`config.mk`:
```
export PLATFORM = sky130hd
export DESIGN_NAME = ccm_ctr_sched
export DESIGN_NICKNAME = d
export VERILOG_FILES = /design/src/rtl/ccm_ctr_sched.sv
export SDC_FILE = /design/constraint.sdc
export NUM_CORES = 1
export LEC_CHECK = 0
export ABC_AREA = 1
export CAP_MARGIN = 20
export CELL_PAD_IN_SITES_DETAIL_PLACEMENT = 1
export CELL_PAD_IN_SITES_GLOBAL_PLACEMENT = 1
export CORE_MARGIN = 2
export CORE_UTILIZATION = 28
export CTS_CLUSTER_DIAMETER = 80
export DETAILED_ROUTE_END_ITERATION = 16
export GPL_TIMING_DRIVEN = 0
export PLACE_DENSITY_LB_ADDON = 0.1
export SETUP_SLACK_MARGIN = 0.05
export SLEW_MARGIN = 20
export SYNTH_ARGS = -nofsm -noshare
export SYNTH_HDL_FRONTEND = slang
export SYNTH_SLANG_ARGS = --single-unit
export TNS_END_PERCENT = 100
```
`constraint.sdc`:
```
create_clock -name clk -period 1.5 [get_ports clk]
set_input_delay 0.3 -clock clk [delete_from_list [all_inputs] [get_ports clk]]
set_output_delay 0.3 -clock clk [all_outputs]
set_load 0.05 [all_outputs]
```
`src/rtl/ccm_ctr_sched.sv`:
```
// ccm_ctr_sched: CCM counter-mode sequencer.
// Groups an input byte stream into 16-byte blocks, builds {flag, nonce, count}
// counter blocks for the shared AES core and steps the byte buffer through
// the keystream XOR. Carries no data bytes itself.
// Build option: define CCM_CTR_CNT0_SKIP_EN to start (and wrap) the counter at 1,
// keeping count 0 free for the CBC-MAC tag block.
module ccm_ctr_sched #(
   parameter int unsigned WIDTH_NONCE = 100,
   parameter int unsigned WIDTH_FLAG  = 8,
   parameter int unsigned WIDTH_COUNT = 20
) (
   input  logic                   clk,
   input  logic                   kill_n,
   input  logic                   input_en,
   input  logic                   input_last,
   input  logic [WIDTH_NONCE-1:0] ccm_ctr_nonce,
   input  logic [WIDTH_FLAG-1:0]  ccm_ctr_flag,
   output logic                   out_ready,
   output logic                   buf_wr_en,
   output logic [3:0]             buf_wr_addr,
   output logic                   aes_req,
   output logic [127:0]           aes_ctr_block,
   input  logic                   aes_ack,
   input  logic                   aes_done,
   output logic                   xor_rd_en,
   output logic [3:0]             xor_rd_addr,
   output logic                   out_en,
   output logic                   out_last,
   output logic                   ctr_ovf
);

`ifdef CCM_CTR_CNT0_SKIP_EN
   localparam logic [WIDTH_COUNT-1:0] CntStart = WIDTH_COUNT'(1);
`else
   localparam logic [WIDTH_COUNT-1:0] CntStart = '0;
`endif

   typedef enum logic [2:0] {
      StIdle,
      StFill,
      StReq,
      StWait,
      StDrain
   } state_e;

   state_e                 state_q, state_d;
   logic [3:0]             byte_cnt_q, byte_cnt_d;
   logic [3:0]             rd_addr_q, rd_addr_d;
   logic [WIDTH_COUNT-1:0] count_q, count_d;
   logic                   last_blk_q, last_blk_d;
   logic                   ovf_q, ovf_d;
   logic [WIDTH_NONCE-1:0] nonce_q, nonce_d;
   logic [WIDTH_FLAG-1:0]  flag_q, flag_d;

   // Counter step taken at the end of every drained block; wraps to the start value.
   logic [WIDTH_COUNT-1:0] count_inc;
   logic                   count_wrap;

   // Next counter value and wrap detection.
   always_comb begin
      count_wrap = (count_q == '1);
      count_inc  = count_wrap ? CntStart : (count_q + WIDTH_COUNT'(1));
   end

   // State register and per-message context.
   always_ff @(posedge clk or negedge kill_n) begin
      if (!kill_n) begin
         state_q    <= StIdle;
         byte_cnt_q <= '0;
         rd_addr_q  <= '0;
         count_q    <= CntStart;
         last_blk_q <= 1'b0;
         ovf_q      <= 1'b0;
         nonce_q    <= '0;
         flag_q     <= '0;
      end else begin
         state_q    <= state_d;
         byte_cnt_q <= byte_cnt_d;
         rd_addr_q  <= rd_addr_d;
         count_q    <= count_d;
         last_blk_q <= last_blk_d;
         ovf_q      <= ovf_d;
         nonce_q    <= nonce_d;
         flag_q     <= flag_d;
      end
   end

   // Next-state logic and all handshake/buffer outputs.
   always_comb begin
      state_d       = state_q;
      byte_cnt_d    = byte_cnt_q;
      rd_addr_d     = rd_addr_q;
      count_d       = count_q;
      last_blk_d    = last_blk_q;
      ovf_d         = ovf_q;
      nonce_d       = nonce_q;
      flag_d        = flag_q;
      out_ready     = 1'b0;
      buf_wr_en     = 1'b0;
      buf_wr_addr   = '0;
      aes_req       = 1'b0;
      aes_ctr_block = '0;
      xor_rd_en     = 1'b0;
      xor_rd_addr   = '0;
      out_en        = 1'b0;
      out_last      = 1'b0;

      case (state_q)
         StIdle: begin
            out_ready = 1'b1;
            if (input_en) begin
               // First byte of a message: capture the per-message header fields.
               buf_wr_en  = 1'b1;
               nonce_d    = ccm_ctr_nonce;
               flag_d     = ccm_ctr_flag;
               byte_cnt_d = 4'd1;
               last_blk_d = input_last;
               state_d    = input_last ? StReq : StFill;
            end
         end

         StFill: begin
            out_ready = 1'b1;
            if (input_en) begin
               buf_wr_en   = 1'b1;
               buf_wr_addr = byte_cnt_q;
               byte_cnt_d  = byte_cnt_q + 4'd1;
               if ((byte_cnt_q == 4'd15) || input_last) begin
                  last_blk_d = input_last;
                  state_d    = StReq;
               end
            end
         end

         StReq: begin
            aes_req       = 1'b1;
            aes_ctr_block = {flag_q, nonce_q, count_q};
            if (aes_ack) begin
               state_d = StWait;
            end
         end

         StWait: begin
            rd_addr_d = '0;
            if (aes_done) begin
               state_d = StDrain;
            end
         end

         StDrain: begin
            xor_rd_en   = 1'b1;
            out_en      = 1'b1;
            xor_rd_addr = rd_addr_q;
            out_last    = last_blk_q && (rd_addr_q == 4'd15);
            rd_addr_d   = rd_addr_q + 4'd1;
            if (rd_addr_q == 4'd15) begin
               count_d    = count_inc;
               byte_cnt_d = '0;
               if (count_wrap) begin
                  ovf_d = 1'b1;
               end
               if (last_blk_q) begin
                  // Every message starts from the start value, whatever it reached.
                  count_d = CntStart;
                  state_d = StIdle;
               end else begin
                  state_d = StFill;
               end
            end
         end

         default: begin
            state_d = StIdle;
         end
      endcase
   end

   assign ctr_ovf = ovf_q;

endmodule

```
* Yosys cells after proc, flatten, opt, wreduce, memory -nomap -nowiden *
Cells that the tools add are included.

storage, ports and cells
  memories = 0
  output and inout bits = 143
  bits in writable memories = 0
  bits in latches = 0
  register bits = 141
  ROM bits = 0

operators by class
  bitwise logic cells = 0
  div/mod/pow operators = 0
  multiply operators = 0
  equality and inequality tests = 13
  $add $sub $neg = 3
  shifts and indexed selects = 0
  reductions and logical operators = 13
  magnitude comparators = 0
  muxes and demuxes = 30

operators by type and width
  operator                                                         count
  128-bit two-way mux                                              1
  20-bit two-way mux                                               2
  4-bit two-way mux                                                6
  20-bit by 1-bit adder with 20-bit output, second input constant  1
  20-bit == test, second input constant                            1
  3-bit two-way mux                                                6
  3-bit case mux with 5 select lines                               1
  2-bit inequality test, second input constant                     6
  4-bit case mux with 3 select lines                               1
  1-bit two-way mux                                                10
  4-bit by 1-bit adder with 4-bit output, second input constant    2
  4-bit == test, second input constant                             2
  4-bit case mux with 2 select lines                               1
  4-bit AND reduction                                              2
  3-bit by 2-bit == test with 1-bit output, second input constant  2
  6-bit AND reduction                                              1
  2-bit AND reduction                                              2
  2-bit nonzero test                                               2
  3-bit by 1-bit == test with 1-bit output, second input constant  1
  3-bit == test, second input constant                             1
  3-bit logical NOT                                                1
  3-bit AND reduction                                              1
  3-bit nonzero test                                               1
  2-bit two-way mux                                                1
  4 further kinds                                                  4

* Logic depth before layout (Yosys ltp) *
Gate-level depths: netlist (run 1).

  word-level depth = 5
  depth in mapped cells = 10
  depth with buffers taken out = 10

* Least setup slack after synthesis (run 1) *
Ideal clock, no wire load.

  path type = register to output
  start point = register state_q[1]
  end point = output buf_wr_addr[0]
  stages on the path, launching flop included = 6
  buffers on the path = 0
  path slack = -954 ps
  arrival = 2154 ps
  path through = dfrtp_1 nor2_4 nand2_2 inv_1 nand2_1 nor2_1

between the ends
  word-level cells in the longest chain between the ends = 2

ends and longest elaborated chain
  what                                      line  source
  from (decl)                               46    state_e state_q, state_d;
  from (signal assigned)                    68    state_q <= StIdle;
  from (signal assigned)                    77    state_q <= state_d;
  3-bit by 1-bit == test with 1-bit output  108   case (state_q)
  4-bit two-way mux                         108
  to (decl)                                 20    output logic [3:0] buf_wr_addr,

No other way between the ends.

* Final worst setup path (run 1) *
  start point = register rd_addr_q[0]
  end point = output out_last

between the ends
  word-level cells in the longest chain between the ends = 3

ends and longest elaborated chain
  what                    line  source
  from (decl)             48    logic [3:0] rd_addr_q, rd_addr_d;
  from (signal assigned)  79    rd_addr_q <= rd_addr_d;
  4-bit == test           154   out_last = last_blk_q && (rd_addr_q == 4'd15);
  1-bit logical AND       154
  1-bit two-way mux       108
  to (decl)               28    output logic out_last,

No other way between the ends.

==> out/metrics.yaml, run 1 <==
floorplanning:
  coreArea_um2: 24250
  dieWidth_um: 160.9
  ioPinCount: 257
  dieArea_um2: 25870
  dieHeight_um: 160.9
  rows: 57
  start_util_pct: 28.41
global_route:
  antenna_found_initial: 2
  grt_pass1_wl_um: 39360
  grt_max_degree: 87
  overflow: 0
  first_global_vias: 7163
  grt.total_usage_pct: 19.49
timing:
  setup_viol: 277
  timing.hold.ws_ps: 391.6
  drv_slew: 0
  min_period_ps: 2116
  hold_viol_final: 0
  clock_skew_ps: 12.48
  fin_tns_setup_ps: -107150
  worst_slew_pin_slew_ps: 529.5
  slew_headroom_pct: 64.70
  finalCritPeriodShare_pct: 141.1
  setup_slack_ps: -616.4
  rsz0062_at_grt: "yes"
  fmax_mhz: 472.5
place:
  dp_cells: 1485
  gp_congestion: 0.7819
  dp_hpwl_um: 17170
  dpl_cell_area_um2: 10160
  port_buffers: 256
layout:
  drive_gt1_share_pct: 37.58
  final_common_cell: "nand2_1"
  multi_input_area_um2: 3515
  finish.utilization_pct: 55.18
  register_area_um2: 3532
  stdcell_area_um2: 13380
  area_growth_pct: 94.21
  fin_nets: 1377
  fill_cells: 2731
  layout_common_cells: "nand2_1, inv_1, dfrtp_1"
  layoutNonFillerInstCount: 1598
synthesis:
  synth_area_leaders: "dfrtp_1, nand2_1, nor2_1, inv_1, o21ai_0"
  yosysSeqAreaShare_pct: 51.22
  ys_async_sr_fraction_pct: 100.0
  netlist_area_um2: 6889
  synth_top_cell_area_share_pct: 51.22
  ys_warn_count: 0
  yosysTopAreaCell: "dfrtp_1"
  postSynthNetCount: 1021
  synth_edf_count: 0
  synth_cell_types: 31
  avgSynthCellArea_um2: 7.621
  ys.flop_type: "dfrtp_1"
  synth_seq_cells: 141
  netlist_instances: 904
critical_path:
  critPathRequiredTime_ps: 1200
  critPathLaunchType: "register"
  endpoint_kind: "output port"
  crit_type: "reg2out"
  crit_arrival_ps: 1820
  crit_fanout: 10
  startpoint: "rd_addr_q[0]$_DFFE_PN0P_"
  r2r-start: "state_q[1]$_DFFE_PN0P_"
route:
  wl_per_cell_um: 17.05
  dr.pass1.iters: 4
  ant_nets: 0
  post-route-drc-count: 0
  dr_wl_met2_um: 13780
  drt_iter0_drc: 229
  via_per_inst: 4.474
  top_layer_used: "met4"
  dr_total_vias: 7149
  dr_wl_met3_um: 1770
  wl_um: 27250
  met1_length_um: 11130
worst_hold_path:
  min_path_type: "in2async"
status:
  outcome: "complete, but fails checks"
  violations: "setup timing"
flow_run:
  cap_violations: 0
clock_tree:
  clk_latency_ps: 420
  clockBufferDepth: 2
  cts_tree: "done"
  cts_sinks: 141
  cts_root_buf: "clkbuf_16"
  clkSlewWorstSetupHoldPaths_ps: 70
  cts_htree_levels: 4
  cts_buffers: 17
power:
  vdd_drop_max_mv: 1.030
  p_leak_uw: 0.005934
  p_per_area_nw_per_um2: 2042
## path summary, 6_finish.rpt
path | end | slack [ps] | depth (start not counted)
worst max-delay path | out_last | -620 | 7
worst min-delay path | count_q[2]$_DFFE_PN0P_ | 390 | 2
worst max register to register | nonce_q[49]$_DFFE_PN0P_ | -400 | 12
worst min register to register | ctr_ovf$_DFFE_PN0P_ | 470 | 2
max in group asynchronous | nonce_q[35]$_DFFE_PN0P_ | 250 | 3
min in group clk | nonce_q[51]$_DFFE_PN0P_ | 420 | 3
## timing repair
| item | 4_1_cts | 5_1_grt |
|---|---|---|
| gates cloned | 9 | 18 |
| setup endpoints to repair | 278 | 280 |
| resized for setup | 1115 | 292 |
| endpoints found under the hold margin | 55 | 0 |
| pin swaps | 4 | 25 |
| buffers inserted | 10 | 49 |
| hold buffers | 1 | 0 |
## power breakdown
part           switching [uW]  internal [uW]  leakage [uW]  total, uW
Sequential                502           5340       0.00178       5840
Clock                    1810           2850      0.000310       4650
Combinational            9960           6870       0.00385      16800
## flip-flops by register name, summed over array words and instances, names as in the netlist
signal      count
state_q         3
rd_addr_q       4
byte_cnt_q      4
flag_q          8
nonce_q       100
last_blk_q      1
ctr_ovf         1
count_q        20
## cell type report
| class | instances | area share, % |
|---|---|---|
| timing repair buffer | 341 | 30.65 |
| sequential | 141 | 26.40 |
| multi-input combinational | 568 | 26.27 |
| buffer | 40 | 4.592 |
| inverter | 151 | 4.330 |
| clock buffer | 19 | 3.311 |
| tap | 324 | 3.030 |
| clock inverter | 12 | 1.384 |
| antenna | 2 | 0.03741 |
## per-layer routing
layer	vias up	track usage [%]
met5	-	0
li1	3474	-
met3	34	6.715
met4	0	6.372
met1	3474	23.58
met2	167	32.58
## worst max-delay path, stage by stage, from the launching register on
cell and delay [ps]:
dfrtp_1 400, ha_2 220, nand2_2 90, nor2_4 150
nand2_4 90, buf_8 150, nor2_4 140, buf_8 160
## logic make-up after synthesis
logic type	Yosys count	share of synthesized area [%]
buf+inv	195	12.22
simple gates	422	25.06
flops	141	51.22
fa+ha+maj	3	0.5449
xor+xnor	4	0.5085
compound gates	139	10.44
## metrics by stage
step	setup WS (ps)	power (uW)
floorplan	-495.4	13220
global placement	-6385	16860
detailed placement	-1483	16970
CTS	-792.5	24920
global route	-675.3	28810
finish	-616.4	27320
## Yosys cell counts (2+ instances only)
cell	n
buf_4	15
nor2_1	180
inv_1	151
xor2_1	4
a21oi_1	2
nand3_2	2
buf_6	3
nand4_1	7
nand2_2	8
nor2_4	6
nand3_1	20
dfrtp_1	141
nand2_1	195
o21ai_0	107
buf_2	16
o21bai_1	2
clkbuf_1	9
ha_1	3
a31oi_1	2
o21ai_1	20
No activity file was read; power rests on OpenSTA's default activity.
==> run 2: changes to the inputs <==
Settings changed: CORE_MARGIN 2 to 3.
==> out/metrics.yaml, run 2 (same netlist as run 1, synthesis figures left out) <==
route:
  wl_um: 28050
  post-route-drc-count: 0
  wl_per_cell_um: 17.69
  via_per_inst: 4.522
  drt_iter0_drc: 255
  dr.pass1.iters: 4
  dr_total_vias: 7168
  ant_nets: 0
clock_tree:
  clk_latency_ps: 430
  cts_htree_levels: 4
  cts_tree: "done"
  cts_root_buf: "clkbuf_16"
  cts_buffers: 17
  clkSlewWorstSetupHoldPaths_ps: 70
  clockBufferDepth: 2
  cts_sinks: 141
critical_path:
  reg2reg_slack_ps: -460
  critPathRequiredTime_ps: 1200
  crit_fanout: 10
  crit_arrival_ps: 1870
  endpoint_kind: "output port"
  critPathLaunchType: "register"
  crit_type: "reg2out"
layout:
  max_flop_register: "nonce_q"
  multi_input_area_um2: 3566
  fill_cells: 2662
  num_antenna_cells: 0
  final_common_cell: "nand2_1"
  reg_top3: "nonce_q (100), count_q (20), flag_q (8)"
  register_area_um2: 3530
  drive_gt1_share_pct: 37.05
  layout_common_cells: "nand2_1, inv_1, dfrtp_1"
  fin_nets: 1370
  largest_reg_flops: 100
  area_growth_pct: 94.52
timing:
  setup_slack_ps: -665.2
  min_period_ps: 2165
  fmax_mhz: 461.8
  clock_skew_ps: 12.13
  setup_viol: 283
  timing.hold.ws_ps: 381.5
  hold_viol_final: 0
  slew_headroom_pct: 65.54
  worst_slew_pin_slew_ps: 516.8
  finalCritPeriodShare_pct: 144.3
  rsz0062_at_grt: "yes"
  drv_slew: 0
status:
  outcome: "complete, but fails checks"
  violations: "setup timing"
power:
  vdd_drop_max_mv: 0.9834
  p_per_area_nw_per_um2: 2039
  p_leak_uw: 0.005900
floorplanning:
  dieHeight_um: 162.9
  dieWidth_um: 162.9
  rows: 56
  dieArea_um2: 26520
  coreArea_um2: 23820
  ioPinCount: 257
  start_util_pct: 28.92
place:
  gp_congestion: 0.7709
  place_ws_ps: -1548
  port_buffers: 256
  dp_hpwl_um: 17770
global_route:
  grt_pass1_wl_um: 40010
  grt_max_degree: 83
  first_global_vias: 7370
  overflow: 0
  antenna_found_initial: 0
  grt.total_usage_pct: 19.18
worst_hold_path:
  min_path_type: "in2async"
flow_run:
  cap_violations: 0
-- run 2: cell types whose count changed in the layout (fill, tap and decap cells not counted), sizes merged --
cell / delta
clkinvlp: +4
bufinv: -3
clkbuf: +4
buf: -11
inv: +1
diode: -2
clkinv: -1
-- run 2: through the flow --
stage | area (um^2) | std cells | power, uW | util, % | TNS (ps)
5_1_grt | 13400 | 1585 | 28810 | 56.25 | -144640
6_report | 13400 | 1585 | 27330 | 56.25 | -122860
3_3_place_gp | 10120 | 1479 | 16870 | 42.48 | -1118810
2_1_floorplan | 7158 | 904 | 13220 | - | -66620
4_1_cts | 11710 | 1528 | 24080 | 49.14 | -120680
3_5_place_dp | 10150 | 1480 | 17030 | 42.62 | -238820
-- run 2: timing repair --
action                                 4_1_cts  5_1_grt
hold buffers                                 1        0
endpoints found under the hold margin       59        0
pin swaps                                    4       25
gates resized for setup                   1147      279
setup endpoints to repair                  279      279
setup buffers                               11       40
gates cloned                                 4       19
-- run 2: final cells by class --
type / instances / share of cell area, %
buffer: 43 / 4.809
clock buffer: 19 / 3.231
clock inverter: 13 / 0.9897
inverter: 151 / 4.398
multi-input combinational: 568 / 26.61
sequential: 141 / 26.34
tap: 319 / 2.979
timing repair buffer: 331 / 30.64
-- run 2: final timing paths --
path | start | endpoint | cells after the start
worst max-delay path | state_q[0]$_DFFE_PN0P_ | aes_ctr_block[57] | 8
worst min-delay path | kill_n | count_q[3]$_DFFE_PN0P_ | 2
worst max register to register | state_q[0]$_DFFE_PN0P_ | count_q[6]$_DFFE_PN0P_ | 13
worst min register to register | ctr_ovf$_DFFE_PN0P_ | ctr_ovf$_DFFE_PN0P_ | 2
max in group asynchronous | kill_n | nonce_q[72]$_DFFE_PN0P_ | 3
min in group clk | ccm_ctr_nonce[53] | nonce_q[53]$_DFFE_PN0P_ | 3
-- run 2: critical path, cell delays in order (launching register included) --
cell,delay (ps)
dfrtp_1,370
buf_6,130
inv_4,60
nand3_4,110
buf_6,160
buf_12,150
buf_8,160
nor2_2,110
buf_6,180
-- run 2: report_power, final --
part	total [uW]	switching, uW	internal [uW]
Sequential	5850	513	5330
Clock	4190	1870	2320
Combinational	17300	10200	7120
-- run 2: metal layers --
metal	vias to the layer above	track usage (%)	wire, um
met1	3541	22.72	11180
li1	3439	-	-
met5	-	0	0
met2	163	32.95	14520
met4	0	4.537	464
met3	25	7.325	1885
==> run 3: changes to the inputs <==
Settings changed: CORE_MARGIN 3 to 10, SETUP_SLACK_MARGIN 0.05 to 0.4.
==> out/metrics.yaml, run 3 (same netlist as run 1, synthesis figures left out) <==
critical_path:
  critPathRequiredTime_ps: 1200
  crit_type: "reg2out"
  crit_chain: "buf_6 -> inv_4 -> nand3_4 -> buf_12 -> buf_4 -> clkbuf_16 -> nor2_4 -> buf_8"
  critPathTopFamily: "buffers and inverters"
  slowest_stage: "dfrtp_1"
  critPathLaunchType: "register"
  path_buf_inv: 6
  endpoint_kind: "output port"
  crit_arrival_ps: 1870
  crit_fanout: 5
  critPathMaxStageDelay_ps: 370
floorplanning:
  dieHeight_um: 176.9
  dieWidth_um: 176.9
  dieArea_um2: 31280
  ioPinCount: 257
  coreArea_um2: 24250
  rows: 57
  start_util_pct: 28.41
layout:
  largest_reg_flops: 100
  final_common_cell: "inv_1"
  reg_top3: "nonce_q (100), count_q (20), flag_q (8)"
  layoutNonFillerInstCount: 1606
  max_flop_register: "nonce_q"
  finish.utilization_pct: 61.35
  fin_nets: 1385
  drive_gt1_share_pct: 52.42
  fill_cells: 2555
  layout_common_cells: "inv_1, nor2_4, dfrtp_1"
  area_growth_pct: 115.9
global_route:
  overflow: 0
  antenna_found_initial: 3
  grt.total_usage_pct: 17.97
  grt_pass1_wl_um: 44010
  first_global_vias: 7621
  grt_max_degree: 74
status:
  violations: "hold timing, setup timing"
  outcome: "complete, but fails checks"
place:
  gp_congestion: 0.7707
  port_buffers: 256
  place_ws_ps: -1345
  dp_cells: 1485
  dp_hpwl_um: 19850
timing:
  timing.hold.ws_ps: -171.8
  finalCritPeriodShare_pct: 144.5
  hold_viol_final: 68
  min_period_ps: 2167
  clock_skew_ps: 9.932
  worst_slew_pin_slew_ps: 586.0
  drv_slew: 0
  setup_viol: 283
  rsz0062_at_grt: "yes"
  fmax_mhz: 461.5
  setup_slack_ps: -667.0
  slew_headroom_pct: 60.94
power:
  switching_share_pct: 45.64
  clockPowerShare_pct: 15.0
  seqPwrFrac_pct: 18.8
  p_int_uw: 16960
  combPwrFrac_pct: 66.2
  switchingPower_uw: 14240
  p_per_area_nw_per_um2: 2097
  p_leak_uw: 0.006659
  vdd_drop_max_mv: 1.066
route:
  wl_per_cell_um: 20.73
  via_per_inst: 4.628
  dr_total_vias: 7433
  post-route-drc-count: 0
  dr.pass1.iters: 4
  drt_iter0_drc: 375
  ant_nets: 0
  wl_um: 33290
clock_tree:
  clkSlewWorstSetupHoldPaths_ps: 70
  clk_latency_ps: 440
  cts_tree: "done"
  clockBufferDepth: 2
  cts_root_buf: "clkbuf_16"
  cts_buffers: 17
  cts_sinks: 141
  cts_htree_levels: 4
worst_hold_path:
  min_path_type: "in2async"
flow_run:
  cap_violations: 0
## run 3: metrics by stage
stage | setup TNS (ps) | area (um^2) | total power, uW
4_1_cts | -137250 | 12740 | 26940
6_report | -138050 | 14880 | 31190
3_3_place_gp | -1099270 | 10400 | 17580
3_5_place_dp | -207060 | 10440 | 17780
2_1_floorplan | -58780 | 7435 | 13860
5_1_grt | -155860 | 14870 | 32690
## run 3: layout make-up
class | count | area (um^2) | share of cell area, %
timing repair buffer | 345 | 4498 | 30.24
clock buffer | 18 | 439.2 | 2.952
inverter | 151 | 581.8 | 3.911
sequential | 141 | 3531 | 23.74
multi-input combinational | 568 | 4447 | 29.89
antenna | 2 | 5.005 | 0.03364
buffer | 44 | 779.5 | 5.240
tap | 324 | 405.4 | 2.725
clock inverter | 13 | 188.9 | 1.270
## run 3: layer usage
layer  vias up  GRT usage (%)  wire, um
li1       3493              -         -
met5         -              0        18
met1      3695          22.35     13740
met2       203          29.40     17080
met3        40          5.590      1819
met4         2          5.079       636
## run 3: timing repair
item                       4_1_cts  5_1_grt
setup buffers                   23       32
pin swaps                        9       37
hold endpoints to repair        68       68
gates cloned                     9       24
setup endpoints to repair      284      284
gates resized for setup       1294      393
## run 3: worst paths after layout
kind	endpoint	from	cells after the start	slack, ps
max in group asynchronous	nonce_q[99]$_DFFE_PN0P_	kill_n	2	840
min reg2reg	ctr_ovf$_DFFE_PN0P_	ctr_ovf$_DFFE_PN0P_	2	470
min in group clk	nonce_q[60]$_DFFE_PN0P_	ccm_ctr_nonce[60]	3	420
max	aes_ctr_block[26]	state_q[0]$_DFFE_PN0P_	8	-670
min	nonce_q[23]$_DFFE_PN0P_	kill_n	1	-170
max reg2reg	count_q[6]$_DFFE_PN0P_	state_q[0]$_DFFE_PN0P_	13	-520
## run 3: power groups by stage
stage          Combinational (uW)  Sequential, uW  Clock, uW
6_report                    20700            5860       4680
3_3_place_gp                11700            5830          0
2_1_floorplan                8120            5740          0
3_5_place_dp                11900            5890          0
5_1_grt                     21800            6000       4910
4_1_cts                     16400            5820       4710
